<file path="src/rtl/bus_pkg.sv">
// Shared constants and FSM state type for the bus arbitration multiplexer.
package bus_pkg;

  localparam int DEF_WIDTH = 16;
  localparam int DEF_N     = 4;

  localparam logic [7:0] ERR_MAX = 8'd255;

  typedef enum logic {
    EMPTY = 1'b0,
    FULL  = 1'b1
  } state_t;

endpackage

</file>
<file path="src/rtl/rr_arbiter.sv">
// Combinational round-robin arbiter: searches upward from ptr with wrap-around,
// returning a one-hot grant and a valid flag.
module rr_arbiter #(
  parameter int N  = 4,
  parameter int PW = 2
) (
  input  logic [N-1:0]  req,
  input  logic [PW-1:0] ptr,
  output logic [N-1:0]  gnt,
  output logic          valid
);

  logic [PW-1:0] w_idx;

  always_comb begin
    gnt   = '0;
    valid = 1'b0;
    w_idx = '0;
    for (int k = 0; k < N; k++) begin
      w_idx = PW'((int'(ptr) + k) % N);
      if (!valid && req[w_idx]) begin
        gnt[w_idx] = 1'b1;
        valid      = 1'b1;
      end
    end
  end

endmodule

</file>
<file path="src/rtl/bus_arb_mux.sv">
// N-source bus multiplexer with a registered output stage, round-robin or
// forced source selection, and a saturating count of malformed force_sel loads.
module bus_arb_mux
  import bus_pkg::*;
#(
  parameter int WIDTH = DEF_WIDTH,
  parameter int N     = DEF_N
) (
  input  logic               Clk,
  input  logic               Reset,
  input  logic [N-1:0]       req,
  input  logic [N*WIDTH-1:0] din,
  input  logic               force_en,
  input  logic [N-1:0]       force_sel,
  input  logic               bus_ready,
  output logic [WIDTH-1:0]   bus_out,
  output logic               bus_valid,
  output logic [N-1:0]       grant,
  output logic [7:0]         err_cnt,
  input  logic               clr_err
);

  localparam int PW = $clog2(N);

  state_t           r_state;
  logic [WIDTH-1:0] r_bus_out;
  logic [N-1:0]     r_grant;
  logic [PW-1:0]    r_ptr;
  logic [7:0]       r_err_cnt;

  logic             w_load;
  logic [N-1:0]     w_rr_gnt;
  logic             w_rr_valid;
  logic [PW:0]      w_sel_cnt;
  logic             w_force_ok;
  logic [N-1:0]     w_win;
  logic             w_has_win;
  logic             w_err;
  logic [WIDTH-1:0] w_data;
  logic [PW-1:0]    w_idx;
  logic [PW-1:0]    w_ptr_next;

  assign w_load = (r_state == EMPTY) || bus_ready;

  rr_arbiter #(
    .N  (N),
    .PW (PW)
  ) u_rr_arbiter (
    .req   (req),
    .ptr   (r_ptr),
    .gnt   (w_rr_gnt),
    .valid (w_rr_valid)
  );

  always_comb begin
    w_sel_cnt = '0;
    for (int i = 0; i < N; i++) begin
      w_sel_cnt = w_sel_cnt + {{PW{1'b0}}, force_sel[i]};
    end
  end

  assign w_force_ok = (w_sel_cnt == {{PW{1'b0}}, 1'b1});

  // A valid forced select whose source is idle simply yields no winner.
  always_comb begin
    if (force_en) begin
      w_win = w_force_ok ? (force_sel & req) : '0;
    end else begin
      w_win = w_rr_valid ? w_rr_gnt : '0;
    end
  end

  assign w_has_win = |w_win;
  assign w_err     = w_load && force_en && !w_force_ok;

  always_comb begin
    w_data = '0;
    w_idx  = '0;
    for (int i = 0; i < N; i++) begin
      if (w_win[i]) begin
        w_data = din[i*WIDTH +: WIDTH];
        w_idx  = PW'(i);
      end
    end
  end

  assign w_ptr_next = (w_idx == PW'(N - 1)) ? '0 : w_idx + 1'b1;

  always_ff @(posedge Clk or posedge Reset) begin
    if (Reset) begin
      r_state   <= EMPTY;
      r_bus_out <= '0;
      r_grant   <= '0;
      r_ptr     <= '0;
      r_err_cnt <= '0;
    end else begin
      if (w_load) begin
        if (w_has_win) begin
          r_state   <= FULL;
          r_bus_out <= w_data;
          r_grant   <= w_win;
          if (!force_en) begin
            r_ptr <= w_ptr_next;
          end
        end else begin
          r_state <= EMPTY;
          r_grant <= '0;
        end
      end
      if (clr_err) begin
        r_err_cnt <= '0;
      end else if (w_err && (r_err_cnt != ERR_MAX)) begin
        r_err_cnt <= r_err_cnt + 8'd1;
      end
    end
  end

  assign bus_out   = r_bus_out;
  assign bus_valid = (r_state == FULL);
  assign grant     = r_grant;
  assign err_cnt   = r_err_cnt;

endmodule
</file>
<file path="config.mk">
export PLATFORM = sky130hd
export DESIGN_NAME = bus_arb_mux
export DESIGN_NICKNAME = d
export VERILOG_FILES = /design/src/rtl/bus_pkg.sv /design/src/rtl/rr_arbiter.sv /design/src/rtl/bus_arb_mux.sv
export SDC_FILE = /design/constraint.sdc
export NUM_CORES = 1
export LEC_CHECK = 0
export ABC_AREA = 1
export BUFFER_PORTS_ARGS = -buffer_cell sky130_fd_sc_hd__buf_2
export CAP_MARGIN = 40
export CORE_UTILIZATION = 48
export DETAILED_ROUTE_END_ITERATION = 12
export PLACE_DENSITY = 0.81
export SETUP_SLACK_MARGIN = 0.05
export SKIP_LAST_GASP = 1
export SLEW_MARGIN = 0
export SYNTH_ARGS = -nofsm -noshare
export SYNTH_HDL_FRONTEND = slang
export SYNTH_SLANG_ARGS = --single-unit
</file>
<file path="constraint.sdc">
create_clock -name Clk -period 3.01 [get_ports Clk]
set_input_delay 0.1505 -clock Clk [delete_from_list [all_inputs] [get_ports Clk]]
set_output_delay 0.1505 -clock Clk [all_outputs]
set_load 0.01 [all_outputs]
</file>
Yosys cells after proc, flatten, opt, wreduce, memory -nomap -nowiden
Index checks and enable logic that the tools add are counted.
{"block": "classes", "add_sub_neg": 8, "n_reduce_logical": 19, "muxes": 39, "eq_ne": 3, "bitwise": 6, "order_cmp": 8}
{"cell": "16-bit 2-to-1 mux", "count": 4}
{"cell": "4-bit 2-to-1 mux", "count": 8}
{"cell": "8-bit 2-to-1 mux", "count": 2}
{"cell": "1-bit 2-to-1 mux", "count": 14}
{"cell": "2-bit by 3-bit less-than comparator with 1-bit output (second input constant)", "count": 4}
{"cell": "4-bit bitwise OR", "count": 3}
{"cell": "1-bit logical AND", "count": 10}
{"cell": "8-bit by 1-bit adder with 8-bit output (second input constant)", "count": 1}
{"cell": "1-bit binary-select mux with 2-bit select", "count": 4}
{"cell": "1-bit demux with 2-bit select", "count": 4}
{"cell": "2-bit by 1-bit >= comparator with 1-bit output (second input constant)", "count": 4}
{"cell": "8-bit inequality test (second input constant)", "count": 1}
{"cell": "2-bit 2-to-1 mux", "count": 3}
{"cell": "2-bit by 1-bit adder with 2-bit output (second input constant)", "count": 2}
{"cell": "2-bit adder (second input constant)", "count": 2}
{"cell": "4-bit AND", "count": 1}
{"cell": "1-bit logical NOT", "count": 4}
{"cell": "4-bit OR reduction", "count": 1}
{"cell": "2-bit by 1-bit adder with 3-bit output", "count": 1}
{"cell": "3-bit by 1-bit adder with 3-bit output", "count": 1}
{"cell": "3-bit by 1-bit equality test with 1-bit output (second input constant)", "count": 1}
{"cell": "3-bit AND reduction", "count": 1}
{"cell": "1-bit by 1-bit adder with 2-bit output", "count": 1}
{"cell": "2-bit equality test (second input constant)", "count": 1}
{"cell": "other kinds (4)", "count": 5}
{"block": "totals", "elab_cells": 88, "input_bits": 77, "ff_bits": 31, "out_inout_bits": 29}

Longest topological paths before layout
{"block": "depth", "depth_word": 19, "depth_mapped": 19}

Hierarchy
Synthesis repeated with hierarchy kept, for this count alone.
{"block": "hier_totals", "cells_unflattened": 374, "area_unflattened_um2": 2537.4}
{"module": "bus_arb_mux", "n_inst": 1, "area_each_um2": 2118.3, "cells_per_inst": 298, "seq_area_each_um2": 775.7}
{"module": "rr_arbiter", "n_inst": 1, "area_each_um2": 419.2, "cells_per_inst": 76, "seq_area_each_um2": 0.0}

Least setup slack after synthesis
OpenSTA, ideal clock, no wires.
{"block": "synth_timing", "path_kind": "input -> register", "start": "input force_sel[0]", "end": "register r_bus_out[6], in the netlist bus_out[6]", "required_time_ps": 2894, "n_path_buf": 1, "slack_ps": 537, "path_stages": 16, "arrival_time_ps": 2356, "path_cell_list": "inv_1 -> fa_1 -> inv_1 -> ha_1 -> ha_1 -> nor3b_1 -> inv_1 -> nor2_1 -> nand3_1 -> nand2_4 -> inv_2 -> buf_2 -> nand3_1 -> nand3_1 -> nand2_1 -> nand2_1"}
{"block": "synth_via", "elab_chain_len": 10, "word_cells_on_any_way": 13}
{"element": "from (decl)", "line_no": "bus_arb_mux.sv:14", "text": "input logic [N-1:0] force_sel,"}
{"element": "1-bit by 1-bit adder with 2-bit output", "line_no": "bus_arb_mux.sv:58", "text": "w_sel_cnt = w_sel_cnt + {{PW{1'b0}}, force_sel[i]};"}
{"element": "2-bit by 1-bit adder with 3-bit output", "line_no": "bus_arb_mux.sv:58"}
{"element": "3-bit by 1-bit adder with 3-bit output", "line_no": "bus_arb_mux.sv:58"}
{"element": "3-bit by 1-bit equality test with 1-bit output", "line_no": "bus_arb_mux.sv:62", "text": "assign w_force_ok = (w_sel_cnt == {{PW{1'b0}}, 1'b1});"}
{"element": "4-bit 2-to-1 mux (*)", "line_no": "bus_arb_mux.sv:67", "text": "w_win = w_force_ok ? (force_sel & req) : '0;"}
{"element": "4-bit 2-to-1 mux (*)", "line_no": "bus_arb_mux.sv:66", "text": "if (force_en) begin"}
{"element": "16-bit 2-to-1 mux (4 in a row)", "line_no": "bus_arb_mux.sv:80", "text": "if (w_win[i]) begin"}
{"element": "to (signal assigned)", "line_no": "bus_arb_mux.sv:100", "text": "r_bus_out <= w_data;"}
{"element": "to (decl)", "line_no": "bus_arb_mux.sv:26", "text": "logic [WIDTH-1:0] r_bus_out;"}
Every way passes the cells marked *; elsewhere a longest branch is shown, timed or not.
A chain may end at the register's enable or synchronous reset.

Final worst setup path
{"block": "layout_timing", "start": "register r_ptr[0]", "end": "register r_bus_out[14], in the netlist bus_out[14]"}
{"block": "layout_via", "elab_chain_len": 18, "word_cells_on_any_way": 56}
{"element": "from (decl)", "line_no": "bus_arb_mux.sv:28", "text": "logic [PW-1:0] r_ptr;"}
{"element": "from (signal assigned)", "line_no": "bus_arb_mux.sv:103", "text": "r_ptr <= w_ptr_next;"}
{"element": "parallel branches: the longest is 12 deep, another holds 2-bit by 3-bit less-than comparator with 1-bit output"}
{"element": "4-bit 2-to-1 mux (*)", "line_no": "bus_arb_mux.sv:69", "text": "w_win = w_rr_valid ? w_rr_gnt : '0;"}
{"element": "4-bit 2-to-1 mux (*)", "line_no": "bus_arb_mux.sv:66"}
{"element": "16-bit 2-to-1 mux (4 in a row)", "line_no": "bus_arb_mux.sv:80"}
Every way passes the cells marked *. The select of a mux whose other input is x is not followed.

==> run metrics <==
status=finished, final reports clean; die extent in y=72.9 um; worst slew pin tran=0.398 ns; Initial Util=50.4%; P&R area growth vs syn=28.2%; RSZ-0062 raised after global routing=no; post-DR wirelength/cell=12.5 um; min-delay src=clr_err; Synth area leaders=dfrtp_1 (32%), nand3_1 (16%), nand2_1 (15%); area of the multi-input gates=1430 um^2; Syn Inst Count=357; CP bufs+invs=2; clk_skew=0.00611 ns; commonest non-fill, non-tap cell in the layout=buf_2; CP delay by family, top=simple AND/OR/NAND/NOR gates; fill count=431; CTS H-tree lvls=2; die area=5310 um^2; max-slew violation count=0; Max Fanout on Critical Path=33; DPL Wire Length=5.12 mm; critical path endpoint category=flop; final instance area=3090 um^2; Gate power share=65.7%; crit path max-delay cell type=dfrtp_1; Seq pwr share=22.4%; GP Congestion=0.858; Clock transition at path regs=0.07 ns; DRC viols=0; commonest non-fill, non-tap cells in the layout=buf_2 (105), nand2_1 (94), nand3_1 (75); cts repair resizes=0; #FFs+latches synth=31; Final setup viols=0; clk sinks=31; Port Buffers=105; PD cells=904 nW/um^2; CTS Hold Buffers Added=1; CP peak stage delay=0.39 ns; hold crit path type=in -> reg; number of global-route vias before repair=2600; drt pass-1 iters=4; Core Footprint=4790 um^2; number of diodes=0; Most Frequent Cell on Critical Path=nand2_1; Sw Ratio=51.2%; initial antenna violation count=0; CTS tree=done; clock buffer depth=2; leading area contributor after synthesis=dfrtp_1; setup TNS=0 ns; Syn Area/Cell=6.76 um^2; kind of critical path=reg -> reg; FF-to-FF setup slack=0.46 ns; Critical Path AT=2.73 ns; num rows=25; first-pass GRT wire length=11.1 mm; Worst Path Required=3.19 ns; post-synthesis sequential area ratio=32.2%; unique cell type count in the Yosys netlist=26; crit start category=flop; Cell Area, Placed=2990 um^2; postcts setup bufs=0; global route overflow=0; total of max-cap violations=0; achievable clock frequency=392 MHz; Clock power frac=11.9%; ANT nets after route=0; I/O pin total=106; Net Switching=1430 uW; Max IR drop VDD=0.456 mV; largest net degree at the start of global routing=34; Overall Global Routing Usage=27.3%; CTS Buf Count=5; Final Cycle Share=84.6%; RR Endpoint=bus_out[14]; fraction of layout cells with a size suffix above 1=30.3%; r2r worst-path depth=17; Fin. Hold Viols=0; RR Startpoint=r_ptr[0]; clock latency on the worst-skew pair=0.28 ns; min Tclk post-route=2.55 ns; hold path cells=2; Pleak=0.00178 uW; Design Power=2790 uW; worst-path cell chain=inv_4 -> ha_1 -> inv_1 -> nand3_1 -> nand2_1 -> nand3_1 -> nor2_1 -> nor2_1 -> nand2_1 -> nand2_1 -> nand2_4 -> nor2_8 -> nand2_4 -> nand2_4 -> nor2_1 -> nand2_1 -> nand2_1; Root Driver=clkbuf_8; final WL=6.66 mm; slew margin rel.=73.5%; Starting DRT DRC Count=193; Yosys Warn Count=0; hold path endpoint=err_cnt[2]; via count=2770; syn_nets=445; NumNets Final=554; Pint=1360 uW; Post-Syn Area=2410 um^2; vias per cell=5.20; Die W=72.9 um; register area=776 um^2; Synth top area share=32.2%
==> cell usage after synthesis (all sizes together) <==
master / number
inv: 32
dfrtp: 31
a211oi: 2
clkbuf: 1
nor3: 2
nand3: 77
nor3b: 1
nand2: 106
nor2: 50
fa: 1
nand4: 1
ha: 10
a31oi: 2
buf: 10
a21oi: 21
o21ai: 10
==> state kept, by name, indices dropped and copies added, names as in the netlist <==
register	flops
bus_out	16
err_cnt	8
grant	4
r_ptr	2
bus_valid	1
==> worst register-to-register path: cells and delay by family (launching register included) <==
family                     cells  cell delay [ns]
buffers and inverters          2             0.17
adders and majority gates      1             0.34
DFF                            1             0.39
and+or+nand+nor               14             1.55
==> stage by stage <==
| step | utilization [%] | std cells | hold slack (ns) | setup WS, ns |
|---|---|---|---|---|
| after global placement | 62.6 | 525 | 0.245 | 0.293 |
| after CTS | 64.6 | 533 | 0.0441 | 0.482 |
| after global routing | 64.6 | 533 | 0.0439 | 0.204 |
| after detailed placement | 62.6 | 525 | 0.253 | 0.169 |
| after floorplan | - | 357 | 0.223 | 0.537 |
| final | 64.6 | 533 | 0.0506 | 0.462 |
==> how the worst max path moves through the flow <==
stage / start / endpoint / slack, ns / cells past startpoint
2_1_floorplan: force_sel[0] / bus_out[6] / 0.54 / 16
3_3_place_gp: force_sel[0] / bus_out[11] / 0.29 / 17
3_5_place_dp: force_sel[0] / bus_out[14] / 0.17 / 17
4_1_cts: force_sel[0] / bus_out[14] / 0.48 / 17
5_1_grt: r_ptr[0] / bus_out[14] / 0.20 / 17
6_report: r_ptr[0] / bus_out[14] / 0.46 / 17
==> kinds of logic (layout without fill, tap and decap cells) <==
logic type               count (synthesis)  in the layout  share of synthesized area (%)
adder cells (fa/ha/maj)                 11             11                           6.02
AND/OR/NAND/NOR                        237            237                           45.9
buffers and inverters                   43            152                           8.40
flip-flops                              31             31                           32.2
AO/OA/AOI/OAI                           35             35                           7.57
==> routing by layer <==
layer | vias up | global-route usage [%] | wire [um] | part of all wire (%)
met5 | - | 0 | 0 | 0
met4 | 0 | 13.3 | 148 | 2.2
met3 | 14 | 4.56 | 352 | 5.3
met2 | 108 | 49.2 | 3370 | 51
met1 | 1269 | 31.1 | 2790 | 42
li1 | 1379 | - | - | -
==> power by group through the flow <==
| stage | clock network [uW] | logic, uW | registers (uW) |
|---|---|---|---|
| floorplan | 0 | 1390 | 679 |
| global placement | 0 | 1770 | 631 |
| detailed placement | 0 | 1830 | 629 |
| CTS | 340 | 1830 | 626 |
| global route | 358 | 2080 | 636 |
| finish | 332 | 1840 | 627 |
==> area by class of cell <==
class / instances / area share, %
clock inverters: 1 / 0.162
clock buffers: 6 / 2.67
inverters: 32 / 3.97
flip-flops and latches: 31 / 25.1
well taps: 67 / 2.71
multi-input cells: 283 / 46.4
repair buffers: 113 / 19.0
Note: power is estimated with default switching activity, not from simulation.
